`config.mk`:
```
export PLATFORM = sky130hd
export DESIGN_NAME = status_flag_unit_flat
export DESIGN_NICKNAME = d
export VERILOG_FILES = /design/src/rtl/status_flag_unit_pkg.sv /design/src/rtl/status_flag_unit_if.sv /design/src/rtl/status_flag_unit_flag_calc.sv /design/src/rtl/status_flag_unit.sv /design/src/flat_wrapper.sv
export SDC_FILE = /design/constraint.sdc
export NUM_CORES = 1
export LEC_CHECK = 0
export BUFFER_PORTS_ARGS = -buffer_cell sky130_fd_sc_hd__buf_2
export CORE_MARGIN = 3
export CORE_UTILIZATION = 33
export DETAILED_ROUTE_END_ITERATION = 16
export HOLD_SLACK_MARGIN = 0.08
export PLACE_DENSITY = 0.72
export SKIP_CTS_REPAIR_TIMING = 1
export SLEW_MARGIN = 10
export SYNTH_ARGS = -nofsm -noshare
export SYNTH_HDL_FRONTEND = slang
export SYNTH_SLANG_ARGS = --single-unit
```
`constraint.sdc`:
```
create_clock -name clk -period 10 [get_ports clk]
set_input_delay 1.5 -clock clk [delete_from_list [all_inputs] [get_ports clk]]
set_output_delay 1.5 -clock clk [all_outputs]
set_load 0.02 [all_outputs]
```
`src/rtl/status_flag_unit_pkg.sv`:
```
// Shared constants for the status flag producer: ALU command codes and
// status bit positions within the packed {z,c,n,v} bus.
package status_flag_unit_pkg;

  typedef enum logic [3:0] {
    CMD_MOV = 4'b0001,
    CMD_MVN = 4'b1001,
    CMD_ADD = 4'b0010,
    CMD_ADC = 4'b0011,
    CMD_SUB = 4'b0100,
    CMD_SBC = 4'b0101,
    CMD_AND = 4'b0110,
    CMD_ORR = 4'b0111,
    CMD_EOR = 4'b1000
  } alu_cmd_e;

  // Compare/test share encodings with their data-processing counterparts.
  localparam alu_cmd_e CMD_CMP = CMD_SUB;
  localparam alu_cmd_e CMD_TST = CMD_AND;

  localparam int unsigned FLAG_Z = 3;
  localparam int unsigned FLAG_C = 2;
  localparam int unsigned FLAG_N = 1;
  localparam int unsigned FLAG_V = 0;

endpackage

```
`src/rtl/status_flag_unit_if.sv`:
```
// EXE/ID-side bundle between the pipeline and the status flag unit.
interface status_flag_unit_if;

  logic        id_issue_s;
  logic        stall;
  logic        exe_valid;
  logic        exe_s;
  logic        exe_cond_pass;
  logic        exe_flush;
  logic [3:0]  exe_cmd;
  logic [31:0] op_a;
  logic [31:0] op_b;
  logic [31:0] alu_result;
  logic        shifter_carry;
  logic [3:0]  status;
  logic [3:0]  status_fwd;
  logic        flags_pending;
  logic        issue_ready;
  logic        cnt_err;

  modport master (
    output id_issue_s, stall, exe_valid, exe_s, exe_cond_pass, exe_flush,
           exe_cmd, op_a, op_b, alu_result, shifter_carry,
    input  status, status_fwd, flags_pending, issue_ready, cnt_err
  );

  modport slave (
    input  id_issue_s, stall, exe_valid, exe_s, exe_cond_pass, exe_flush,
           exe_cmd, op_a, op_b, alu_result, shifter_carry,
    output status, status_fwd, flags_pending, issue_ready, cnt_err
  );

endinterface

```
`src/rtl/status_flag_unit_flag_calc.sv`:
```
// Combinational next-flag computation from the EXE-stage ALU command,
// operands, result, shifter carry and the current status.
module status_flag_unit_flag_calc
  import status_flag_unit_pkg::*;
(
  input  logic [3:0]  cmd_i,
  input  logic [31:0] op_a_i,
  input  logic [31:0] op_b_i,
  input  logic [31:0] result_i,
  input  logic        shifter_carry_i,
  input  logic [3:0]  old_i,
  output logic [3:0]  flags_o
);

  logic [32:0] wide;
  logic        extra;

  always_comb begin
    flags_o         = old_i;
    wide            = '0;
    extra           = 1'b0;
    flags_o[FLAG_N] = result_i[31];
    flags_o[FLAG_Z] = (result_i == '0);
    case (alu_cmd_e'(cmd_i))
      CMD_ADD, CMD_ADC: begin
        extra           = (cmd_i == CMD_ADC) ? old_i[FLAG_C] : 1'b0;
        wide            = {1'b0, op_a_i} + {1'b0, op_b_i} + {32'd0, extra};
        flags_o[FLAG_C] = wide[32];
        flags_o[FLAG_V] = (op_a_i[31] == op_b_i[31]) && (result_i[31] != op_a_i[31]);
      end
      CMD_SUB, CMD_SBC: begin
        // Bit 32 of the 33-bit difference is the borrow; C is its inverse.
        extra           = (cmd_i == CMD_SBC) ? ~old_i[FLAG_C] : 1'b0;
        wide            = {1'b0, op_a_i} - {1'b0, op_b_i} - {32'd0, extra};
        flags_o[FLAG_C] = ~wide[32];
        flags_o[FLAG_V] = (op_a_i[31] != op_b_i[31]) && (result_i[31] != op_a_i[31]);
      end
      CMD_MOV, CMD_MVN, CMD_AND, CMD_ORR, CMD_EOR: begin
        flags_o[FLAG_C] = shifter_carry_i;
      end
      default: ;
    endcase
  end

endmodule

```
`src/rtl/status_flag_unit.sv`:
```
// Architectural status register with same-cycle bypass, plus the in-flight
// tracker for flag-setting instructions used by the ID-stage hazard logic.
module status_flag_unit
  import status_flag_unit_pkg::*;
#(
  parameter int unsigned MAX_INFLIGHT = 2
) (
  input  logic           clk,
  input  logic           rst,
  status_flag_unit_if.slave bus
);

  localparam int unsigned      CNT_W   = $clog2(MAX_INFLIGHT + 1);
  localparam logic [CNT_W-1:0] CNT_MAX = CNT_W'(MAX_INFLIGHT);

  logic [3:0]       status_q, status_d;
  logic [3:0]       new_flags;
  logic [CNT_W-1:0] cnt_q, cnt_d;
  logic             err_q, err_d;
  logic             commit, inc, dec, ready;

  status_flag_unit_flag_calc u_flag_calc (
    .cmd_i           (bus.exe_cmd),
    .op_a_i          (bus.op_a),
    .op_b_i          (bus.op_b),
    .result_i        (bus.alu_result),
    .shifter_carry_i (bus.shifter_carry),
    .old_i           (status_q),
    .flags_o         (new_flags)
  );

  always_comb begin
    commit = bus.exe_valid & bus.exe_s & bus.exe_cond_pass & ~bus.exe_flush & ~bus.stall;
    ready  = (cnt_q < CNT_MAX);
    inc    = bus.id_issue_s & ~bus.stall & ready;
    // Retire counts every S-bit instruction leaving EXE, squashed or not.
    dec    = bus.exe_valid & bus.exe_s & ~bus.stall;

    status_d = commit ? new_flags : status_q;

    cnt_d = cnt_q;
    if (inc && !dec) begin
      cnt_d = cnt_q + 1'b1;
    end else if (dec && !inc && (cnt_q != '0)) begin
      cnt_d = cnt_q - 1'b1;
    end

    err_d = err_q
          | (bus.id_issue_s & ~bus.stall & ~ready)
          | (dec & ~inc & (cnt_q == '0));
  end

  always_ff @(posedge clk or negedge rst) begin
    if (!rst) begin
      status_q <= '0;
      cnt_q    <= '0;
      err_q    <= 1'b0;
    end else begin
      status_q <= status_d;
      cnt_q    <= cnt_d;
      err_q    <= err_d;
    end
  end

  assign bus.status        = status_q;
  assign bus.status_fwd    = status_d;
  assign bus.flags_pending = (cnt_q != '0);
  assign bus.issue_ready   = ready;
  assign bus.cnt_err       = err_q;

endmodule
```
`src/flat_wrapper.sv`:
```
// flat-port wrapper written by rule: the top's interface ports become plain ports
module status_flag_unit_flat import status_flag_unit_pkg::*;
#(
  parameter int unsigned MAX_INFLIGHT = 2
)
  (clk, rst, bus_id_issue_s, bus_stall, bus_exe_valid, bus_exe_s, bus_exe_cond_pass, bus_exe_flush, bus_exe_cmd, bus_op_a, bus_op_b, bus_alu_result, bus_shifter_carry, bus_status, bus_status_fwd, bus_flags_pending, bus_issue_ready, bus_cnt_err);
  status_flag_unit_if bus_i ();
  input  logic clk;
  input  logic rst;
  input wire logic [$bits(bus_i.id_issue_s)-1:0] bus_id_issue_s;
  input wire logic [$bits(bus_i.stall)-1:0] bus_stall;
  input wire logic [$bits(bus_i.exe_valid)-1:0] bus_exe_valid;
  input wire logic [$bits(bus_i.exe_s)-1:0] bus_exe_s;
  input wire logic [$bits(bus_i.exe_cond_pass)-1:0] bus_exe_cond_pass;
  input wire logic [$bits(bus_i.exe_flush)-1:0] bus_exe_flush;
  input wire logic [$bits(bus_i.exe_cmd)-1:0] bus_exe_cmd;
  input wire logic [$bits(bus_i.op_a)-1:0] bus_op_a;
  input wire logic [$bits(bus_i.op_b)-1:0] bus_op_b;
  input wire logic [$bits(bus_i.alu_result)-1:0] bus_alu_result;
  input wire logic [$bits(bus_i.shifter_carry)-1:0] bus_shifter_carry;
  output wire logic [$bits(bus_i.status)-1:0] bus_status;
  output wire logic [$bits(bus_i.status_fwd)-1:0] bus_status_fwd;
  output wire logic [$bits(bus_i.flags_pending)-1:0] bus_flags_pending;
  output wire logic [$bits(bus_i.issue_ready)-1:0] bus_issue_ready;
  output wire logic [$bits(bus_i.cnt_err)-1:0] bus_cnt_err;
  assign bus_i.id_issue_s = bus_id_issue_s;
  assign bus_i.stall = bus_stall;
  assign bus_i.exe_valid = bus_exe_valid;
  assign bus_i.exe_s = bus_exe_s;
  assign bus_i.exe_cond_pass = bus_exe_cond_pass;
  assign bus_i.exe_flush = bus_exe_flush;
  assign bus_i.exe_cmd = bus_exe_cmd;
  assign bus_i.op_a = bus_op_a;
  assign bus_i.op_b = bus_op_b;
  assign bus_i.alu_result = bus_alu_result;
  assign bus_i.shifter_carry = bus_shifter_carry;
  assign bus_status = bus_i.status;
  assign bus_status_fwd = bus_i.status_fwd;
  assign bus_flags_pending = bus_i.flags_pending;
  assign bus_issue_ready = bus_i.issue_ready;
  assign bus_cnt_err = bus_i.cnt_err;
  status_flag_unit #(.MAX_INFLIGHT(MAX_INFLIGHT)) u_core (.clk(clk), .rst(rst), .bus(bus_i));
endmodule
```
Word level (Yosys, flattened, before mapping)
Cells that the tools add are included.
Widths: inputs -> output; s select.
- multiplexer cells: 7
- bitwise logic cells: 18
- $add $sub $neg: 6
- equal/unequal tests: 12
- reductions and logical operators: 14
- order comparisons: 1
- operator list (cell ; number):
    $add 32x32->33 ; 1
    $add 33x1->33 ; 1
    $sub 32x32->33 ; 1
    $sub 33x1->33 ; 1
    $logic_not 32->1 ; 1
    $eq 4x3->1 const B ; 4
    $and 1x1->1 ; 10
    $eq 4x2->1 const B ; 2
    $eq 4x4->1 const B ; 2
    $not 1->1 ; 6
    $logic_and 1x1->1 ; 5
    $reduce_or 5->1 ; 1
    $eq 4x1->1 const B ; 1
    $mux 2 ; 2
    $mux 4 ; 1
    $reduce_bool 2->1 ; 2
    $reduce_or 2->1 ; 2
    $pmux 1 s3 ; 1
    $add 2x1->2 const B ; 1
    $logic_not 1->1 ; 2
    $logic_not 2->1 ; 1
    $lt 2x2->1 const B ; 1
    $mux 1 ; 2
    $ne 1x1->1 ; 2
    4 further kinds ; 5
- input port bits: 109
- flip-flop bits (word level): 7

Depth between registers and ports, before layout
Gate-level depths: netlist (run 1).
- word-level depth: 8
- gate-level depth with buffers: 13
- mapped depth without buffers: 13

By module
A second synthesis (run 1) with hierarchy kept.
- cell total of the unflattened synthesis: 334
- area, all modules: 2622.5 µm²
- modules (own cells, without submodules) (module ; area each (µm²) ; sequential area each (µm²) ; instances ; cells an instance):
    status_flag_unit_flag_calc ; 2282.2 ; 0.0 ; 1 ; 307
    status_flag_unit ; 340.3 ; 175.2 ; 1 ; 27

Least setup slack after synthesis (run 1)
Ideal clock, no wire load.
- kind: input -> output
- from: input bus_exe_cmd[3]
- to: output bus_status_fwd[2]
- arrival time: 3.878 ns
- data required time: 8.500 ns
- setup slack: 4.622 ns
- cell stages on the path: 13
- path buffers: 0
- path through: nor3b_1 -> nand3b_1 -> ha_1 -> a21o_1 -> ha_1 -> nand2_1 -> nand3b_1 -> a41oi_1 -> a21oi_1 -> o211ai_1 -> a21oi_1 -> o21a_1 -> o32a_1
- word-level cells in the longest chain between the ends: 6
- elaborated cells on any way between the ends: 19
- those cells by class: add/sub: 2; eq/ne: 9; mux: 4; bitwise: 1; reduce/logical: 3
- RTL lines (item ; RTL line ; source):
    start, declared ; flat_wrapper.sv:16 ; input wire logic [$bits(bus_i.exe_cmd)-1:0] bus_exe_cmd;
    $eq 4x3->1 ; status_flag_unit_flag_calc.sv:24, status_flag_unit_flag_calc.sv:33 ;
    $mux 1 ; status_flag_unit_flag_calc.sv:33 ; extra = (cmd_i == CMD_SBC) ? ~old_i[FLAG_C] : 1'b0;
    $sub 33x1->33 ; status_flag_unit_flag_calc.sv:34 ; wide = {1'b0, op_a_i} - {1'b0, op_b_i} - {32'd0, extra};
    $not 1->1 ; status_flag_unit_flag_calc.sv:35 ; flags_o[FLAG_C] = ~wide[32];
    $pmux 1 s3 * ; status_flag_unit_flag_calc.sv:24 ; case (alu_cmd_e'(cmd_i))
    $mux 4 * ; status_flag_unit.sv:39 ; status_d = commit ? new_flags : status_q;
    end, declared ; flat_wrapper.sv:22 ; output wire logic [$bits(bus_i.status_fwd)-1:0] bus_status_fwd;
Every way passes the cells marked *; elsewhere a longest branch is shown, timed or not.

Final worst setup path (run 1)
- from: input bus_exe_cmd[2]
- to: output bus_status_fwd[2]
Same word-level chain as after synthesis.

==> metrics.csv, run 1 <==
metric,value,unit
status,completed,
worstPathMaxFanout,6,
cts.sinks,7,
whs_endpoint,u_core.bus.cnt_err$_DFF_PN0_,
layout_setup_ws,4.01,ns
hpwl,5.90,mm
core_area,0.00737,mm²
routed_wl,6.37,mm
cap_violations,0,
fillCellCount,775,
numCtsBuffers,3,
first_pass_iters,4,
ir_drop,0.0604,mV
drive_gt1_share,27.5,%
ctsLongestPathBuffers,2,
r2r_slack,7.22,ns
layout_commonest_cell,buf_2,
areaGrowthSynthToFinish,30.1,%
routedWlPerCell,11.4,µm
vias_per_cell,4.76,
finalHoldViolations,0,
netlist-cell-type-count,41,
cts_tree,yes,
p_leak,1.95,nW
synthMuxAreaShare,1.33,%
worst_pin_slew,0.662,ns
insertion_delay,0.22,ns
path_clk_slew,0.04,ns
drc,0,
antenna_found_initial,0,
synthSimpleGateAreaFrac,14.9,%
htree_levels,1,
vias,2649,
nets,661,
crit_arrival,4.49,ns
rsz0062_at_grt,false,
min_path_type,reg -> reg,
synth_compound_area_share,16.9,%
avgSynthCellArea,7.58,µm²
synthCells,335,
grt_pass1_wl,10.5,mm
overflow,0,
synth_nets,537,
whs_path_depth,1,
r2r-start,u_core.bus.status[2]$_DFF_PN0_,
drtIter0Drc,19,
die_w,93.7,µm
syn_area,0.00254,mm²
clock.fmax,167,MHz
chipHeight,93.7,µm
fp-row-count,31,
reg2reg_to,u_core.bus.status[2]$_DFF_PN0_,
final.setup.tns,0,ns
final_cell_mix,"buf_2 (119), ha_1 (93), inv_1 (89), a21oi_1 (18), nor2_1 (17)",
finalWeightedCongestion,0.845,
cp_data_required_time,8.50,ns
setup_violations,0,
async_flop_share,100,%
powerDensity,69.7,mW/mm²
rr_worst_depth,12,
yosysWarnings,0,
min_period_over_period,59.9,%
synth_top_family_by_area,adder cells,
worst_clock_skew,0.0000217,ns
drv_slew,0,
io_buffer_count,119,
ys.flop_type,dfrtp_1,
ios,120,
start_util,34.5,%
synth-xor-area-share,0.345,%
pre_cts_slack,4.00,ns
antenna_left,0,
ys_ff_latch,7,
start_kind,primary input,
track_usage,14.2,%
hp-start,u_core.bus.cnt_err$_DFF_PN0_,
die_area,0.00879,mm²
slew_headroom,55.8,%
synthAdderAreaFrac,45.8,%
diodes,0,
criticalPathCategory,in -> out,
synth_edf_count,0,
seq_area_frac_synth,6.90,%
cp-end-kind,primary output,
grt_max_degree,8,
final.min_clock_period,5.99,ns
grt_pass1_vias,2613,
root_buffer,clkbuf_8,
[critical path: stages]
cell	delay (ns)
buf_2	0.13
nor3b_1	0.49
nand3b_1	0.16
ha_1	0.30
a21o_1	0.15
ha_1	0.26
nand2_1	0.06
nand3b_1	0.07
a41oi_1	0.22
a21oi_1	0.10
o211ai_1	0.23
a21oi_1	0.10
o21a_1	0.19
o32a_1	0.37
buf_2	0.17
[final cells by class]
class                           instances  area, µm²  area share (%)
Multi-Input combinational cell        235       2020            61.0
Timing Repair Buffer                  119        596            18.0
Inverter                               93        349            10.6
Sequential cell                         7        175            5.30
Tap cell                               99        124            3.75
Clock buffer                            4       45.0            1.36
[cells by family after synthesis]
| kind of cell | Yosys count |
|---|---|
| AO/OA/AOI/OAI | 65 |
| flip-flops | 7 |
| AND/OR/NAND/NOR | 73 |
| multiplexers | 3 |
| buffers and inverters | 93 |
| adder cells (fa/ha/maj) | 93 |
| XOR/XNOR | 1 |
[through the flow]
stage,instances,total power [mW],hold slack [ns],cell area (µm²),util [%]
6_report,557,0.230,0.471,3300,44.8
5_1_grt,557,0.258,0.512,3300,44.8
4_1_cts,557,0.234,0.474,3300,44.8
3_5_place_dp,553,0.192,0.466,3260,44.2
3_3_place_gp,553,0.188,0.453,3260,44.2
2_1_floorplan,335,0.134,0.457,2540,-
[power breakdown]
part	switching (mW)	internal, mW	leakage, nW	total, mW
sequential	0.00670	0.0350	0.0831	0.0417
clock	0.0115	0.0275	0.0228	0.0390
combinational	0.0829	0.0667	1.84	0.150
total	0.101	0.129	1.95	0.230
[layer usage]
layer / track usage (%) / vias to the layer above / part of all wire [%]
met5: 0 / - / 0
met4: 1.93 / 0 / 0.49
met3: 1.44 / 4 / 3.4
met2: 27.3 / 43 / 51
met1: 17.1 / 1211 / 45
li1: - / 1391 / -
[synth_stat cells (all sizes together), types with 2 or more instances]
cell | number | area share, %
a211oi | 3 | 0.89
a21o | 5 | 1.5
a21oi | 19 | 4.2
a221oi | 2 | 0.69
a41oi | 2 | 0.69
and3 | 2 | 0.49
clkinv | 2 | 0.30
dfrtp | 7 | 6.9
ha | 93 | 46
inv | 91 | 13
mux2 | 3 | 1.3
nand2 | 15 | 2.2
nand3 | 4 | 0.79
nand3b | 2 | 0.59
nand4 | 6 | 1.5
nor2 | 17 | 2.5
nor3 | 6 | 1.2
nor3b | 2 | 0.59
nor4 | 14 | 3.4
o211ai | 3 | 0.89
o21a | 5 | 1.5
o21ai | 15 | 3.0
o31ai | 2 | 0.59
[flip-flops by register name, indices dropped and copies added (netlist names)]
| name | flops |
|---|---|
| u_core.bus.cnt_err | 1 |
| u_core.bus.status | 4 |
| u_core.cnt_q | 2 |
[how the worst max path moves through the flow]
stage	start	end	slack, ns	depth (start not counted)
6_report	bus_exe_cmd[2]	bus_status_fwd[2]	4.01	15
5_1_grt	bus_exe_cmd[2]	bus_status_fwd[2]	3.74	15
4_1_cts	bus_exe_cmd[2]	bus_status_fwd[2]	3.99	15
3_5_place_dp	bus_exe_cmd[2]	bus_status_fwd[2]	4.00	15
3_3_place_gp	bus_exe_cmd[3]	bus_status_fwd[2]	4.15	15
2_1_floorplan	bus_exe_cmd[3]	bus_status_fwd[2]	4.62	13
No activity file was read; power rests on OpenSTA's default activity.
==> run 2: changes to the inputs <==
- ABC_AREA: unset -> 1
- PLACE_DENSITY: 0.72 -> 0.74
- clock period: 10 -> 5.3 ns (I/O delays scaled with it)
==> run 2 against run 1 <==
Compared with the run above: sequential share of layout area is 0.062 points lower; combinational power is 92% higher; first-iteration DRC count is 11% higher; clock-buffer cell count stayed put; sequential power is 83% higher; die area is 1.4% higher; core utilization is 0.29 points higher; critical path type unchanged; largest cell class unchanged; largest power group unchanged.
==> metrics.csv, run 2 <==
metric,value,unit,change
crit_buf_inv,4,,was 2
core_area,0.00741,mm²,was 0.00737 mm²
synth_compound_area_share,12.2,%,was 16.9%
synth_top_family_by_area,adder cells,,unchanged
numCtsBuffers,3,,unchanged
drtIter0Drc,21,,was 19
synth_top_area_cell,ha_1,,unchanged
worst_hold_slack,0.395,ns,was 0.471 ns
synth_nets,583,,was 537
powerDensity,132,mW/mm²,was 69.7 mW/mm²
yosysWarnings,0,,unchanged
antenna_found_initial,0,,unchanged
nets,707,,was 661
routedWlPerCell,10.1,µm,was 11.4 µm
seq_area_frac_synth,6.79,%,was 6.90%
track_usage,13.3,%,was 14.2%
ios,120,,unchanged
syn_area,0.00258,mm²,was 0.00254 mm²
pre_cts_slack,1.19,ns,was 4.00 ns
diodes,0,,unchanged
routed_wl,6.10,mm,was 6.37 mm
drc,0,,unchanged
grt_max_degree,8,,unchanged
ys.flop_type,dfrtp_1,,unchanged
fp-row-count,31,,unchanged
finalWeightedCongestion,0.790,,was 0.845
fillCellCount,755,,was 775
cts_tree,yes,,unchanged
cp-end-kind,primary output,,unchanged
netlist-cell-type-count,23,,was 41
cp_data_required_time,4.51,ns,was 8.50 ns
crit_slowest_cell,ha_1,,was nor3b_1
htree_levels,1,,unchanged
netlist_top_cells_count,"inv_1 (113), ha_1 (93), nand2_1 (59)",,"was ha_1 (93), inv_1 (89), a21oi_1 (18)"
die_w,94.4,µm,was 93.7 µm
cpMostUsedCell,nand2_1,,
synthCells,381,,was 335
layout_commonest_cell,buf_2,,unchanged
crit_arrival,3.28,ns,was 4.49 ns
chipHeight,94.4,µm,was 93.7 µm
clock.fmax,245,MHz,
slew_headroom,70.5,%,was 55.8%
synth_top_area_share,45.1,%,was 45.8%
min_path_type,in -> async,,was reg -> reg
grt_pass1_vias,2606,,"was 2,613"
finalHoldViolations,0,,unchanged
ys_ff_latch,7,,unchanged
hpwl,5.78,mm,was 5.90 mm
first_pass_iters,4,,unchanged
synth.area.top_cells,"ha_1 (45%), inv_1 (16%), nand2_1 (8.6%)",,"was ha_1 (46%), inv_1 (13%), dfrtp_1 (6.9%)"
multi_input_area,0.00198,mm²,was 0.00202 mm²
synthAdderAreaFrac,45.1,%,was 45.8%
crit_path_max_incr_delay,0.28,ns,was 0.49 ns
vias,2733,,"was 2,649"
synth_edf_count,0,,unchanged
antenna_left,0,,unchanged
start_kind,primary input,,unchanged
areaGrowthSynthToFinish,29.6,%,was 30.1%
worst_clock_skew,0.00373,ns,was 0.0000217 ns
ir_drop,0.130,mV,was 0.0604 mV
min_period_over_period,76.9,%,
setup_violations,0,,unchanged
p_leak,2.13,nW,was 1.95 nW
synthMuxAreaShare,0.437,%,was 1.33%
synth-xor-area-share,1.02,%,was 0.345%
die_area,0.00891,mm²,was 0.00879 mm²
async_flop_share,100,%,unchanged
layout_setup_ws,1.22,ns,was 4.01 ns
overflow,0,,unchanged
drv_slew,0,,unchanged
regArea,175,µm²,unchanged
path_clk_slew,0.04,ns,about the same
final.setup.tns,0,ns,unchanged
status,completed,,unchanged
cts.sinks,7,,unchanged
criticalPathCategory,in -> out,,unchanged
synthSimpleGateAreaFrac,18.0,%,was 14.9%
grt_pass1_wl,10.0,mm,was 10.5 mm
avgSynthCellArea,6.77,µm²,was 7.58 µm²
cap_violations,0,,unchanged
start_util,34.8,%,was 34.5%
root_buffer,clkbuf_8,,unchanged
io_buffer_count,119,,unchanged
drive_gt1_share,24.6,%,was 27.5%
ctsLongestPathBuffers,2,,unchanged
rsz0062_at_grt,false,,unchanged
largest_reg_flops,4,,unchanged
final_cell_mix,"buf_2 (119), inv_1 (113), ha_1 (93), nand2_1 (59), a21oi_1 (34)",,"was buf_2 (119), ha_1 (93), inv_1 (89), a21oi_1 (18), nor2_1 (17)"
worst_pin_slew,0.437,ns,was 0.662 ns
crit_chain,buf_2 > inv_1 > nor2_1 > inv_1 > nor2_1 > nand3b_1 > ha_1 > a21o_1 > ha_1 > nand2_1 > nand3_1 > nand2_1 > nand2_1 > nand2_1 > nand2_1 > nand2_1 > nand2_1 > nand2_1 > nand3_1 > nand2_1 > nor2_1 > nor2_1 > a21oi_1 > buf_2,,was buf_2 > nor3b_1 > nand3b_1 > ha_1 > a21o_1 > ha_1 > nand2_1 > nand3b_1 > a41oi_1 > a21oi_1 > o211ai_1 > a21oi_1 > o21a_1 > o32a_1 > buf_2
worstPathMaxFanout,4,,was 6
final.min_clock_period,4.08,ns,
yosysMostFrequentCell,inv_1,,was ha_1
insertion_delay,0.23,ns,was 0.22 ns
vias_per_cell,4.53,,was 4.76
path_delay_family,simple AND/OR/NAND/NOR gates,,was compound AO/OA/AOI/OAI gates
==> run 2: through the flow <==
stage	area [µm²]	power, mW	cells	util [%]
after floorplan	2580	0.256	381	-
after global placement	3300	0.357	599	44.5
after detailed placement	3300	0.369	599	44.5
after CTS	3340	0.447	603	45.1
after global routing	3340	0.493	603	45.1
final	3340	0.441	603	45.1
==> run 2: final timing paths <==
kind,from,to,slack (ns),cells after the start
min in group clk,u_core.bus.cnt_err$_DFF_PN0_,u_core.bus.cnt_err$_DFF_PN0_,0.47,1
max,bus_exe_cmd[2],bus_status_fwd[2],1.22,24
max reg2reg,u_core.bus.status[2]$_DFF_PN0_,u_core.bus.status[2]$_DFF_PN0_,3.06,18
min reg2reg,u_core.bus.cnt_err$_DFF_PN0_,u_core.bus.cnt_err$_DFF_PN0_,0.47,1
max in group asynchronous,rst,u_core.bus.status[0]$_DFF_PN0_,4.74,1
min,rst,u_core.bus.status[2]$_DFF_PN0_,0.40,1
==> run 2: cell families (layout without fill, tap and decap cells) <==
family,count (synthesis),count (layout)
AND/OR/NAND/NOR,108,108
AO/OA/AOI/OAI,56,56
buffers and inverters,113,236
adder cells (fa/ha/maj),93,93
flip-flops,7,7
multiplexers,1,1
XOR/XNOR,3,3
==> run 2: layout make-up <==
class	instances	share of cell area [%]
Inverter	113	12.7
Multi-Input combinational cell	261	59.2
Timing Repair Buffer	119	17.8
Tap cell	99	3.71
Clock buffer	4	1.35
Sequential cell	7	5.24
==> run 2: power breakdown <==
| part | internal (mW) | switching [mW] |
|---|---|---|
| sequential | 0.0664 | 0.00995 |
| clock | 0.0522 | 0.0242 |
| combinational | 0.123 | 0.165 |
==> run 2: metal layers <==
metal	track usage (%)	vias to the layer above	routed length, µm
met2	26.4	79	3110
met5	0	-	0
met1	15.3	1194	2570
met4	1.81	0	28
li1	-	1456	-
met3	1.43	4	394
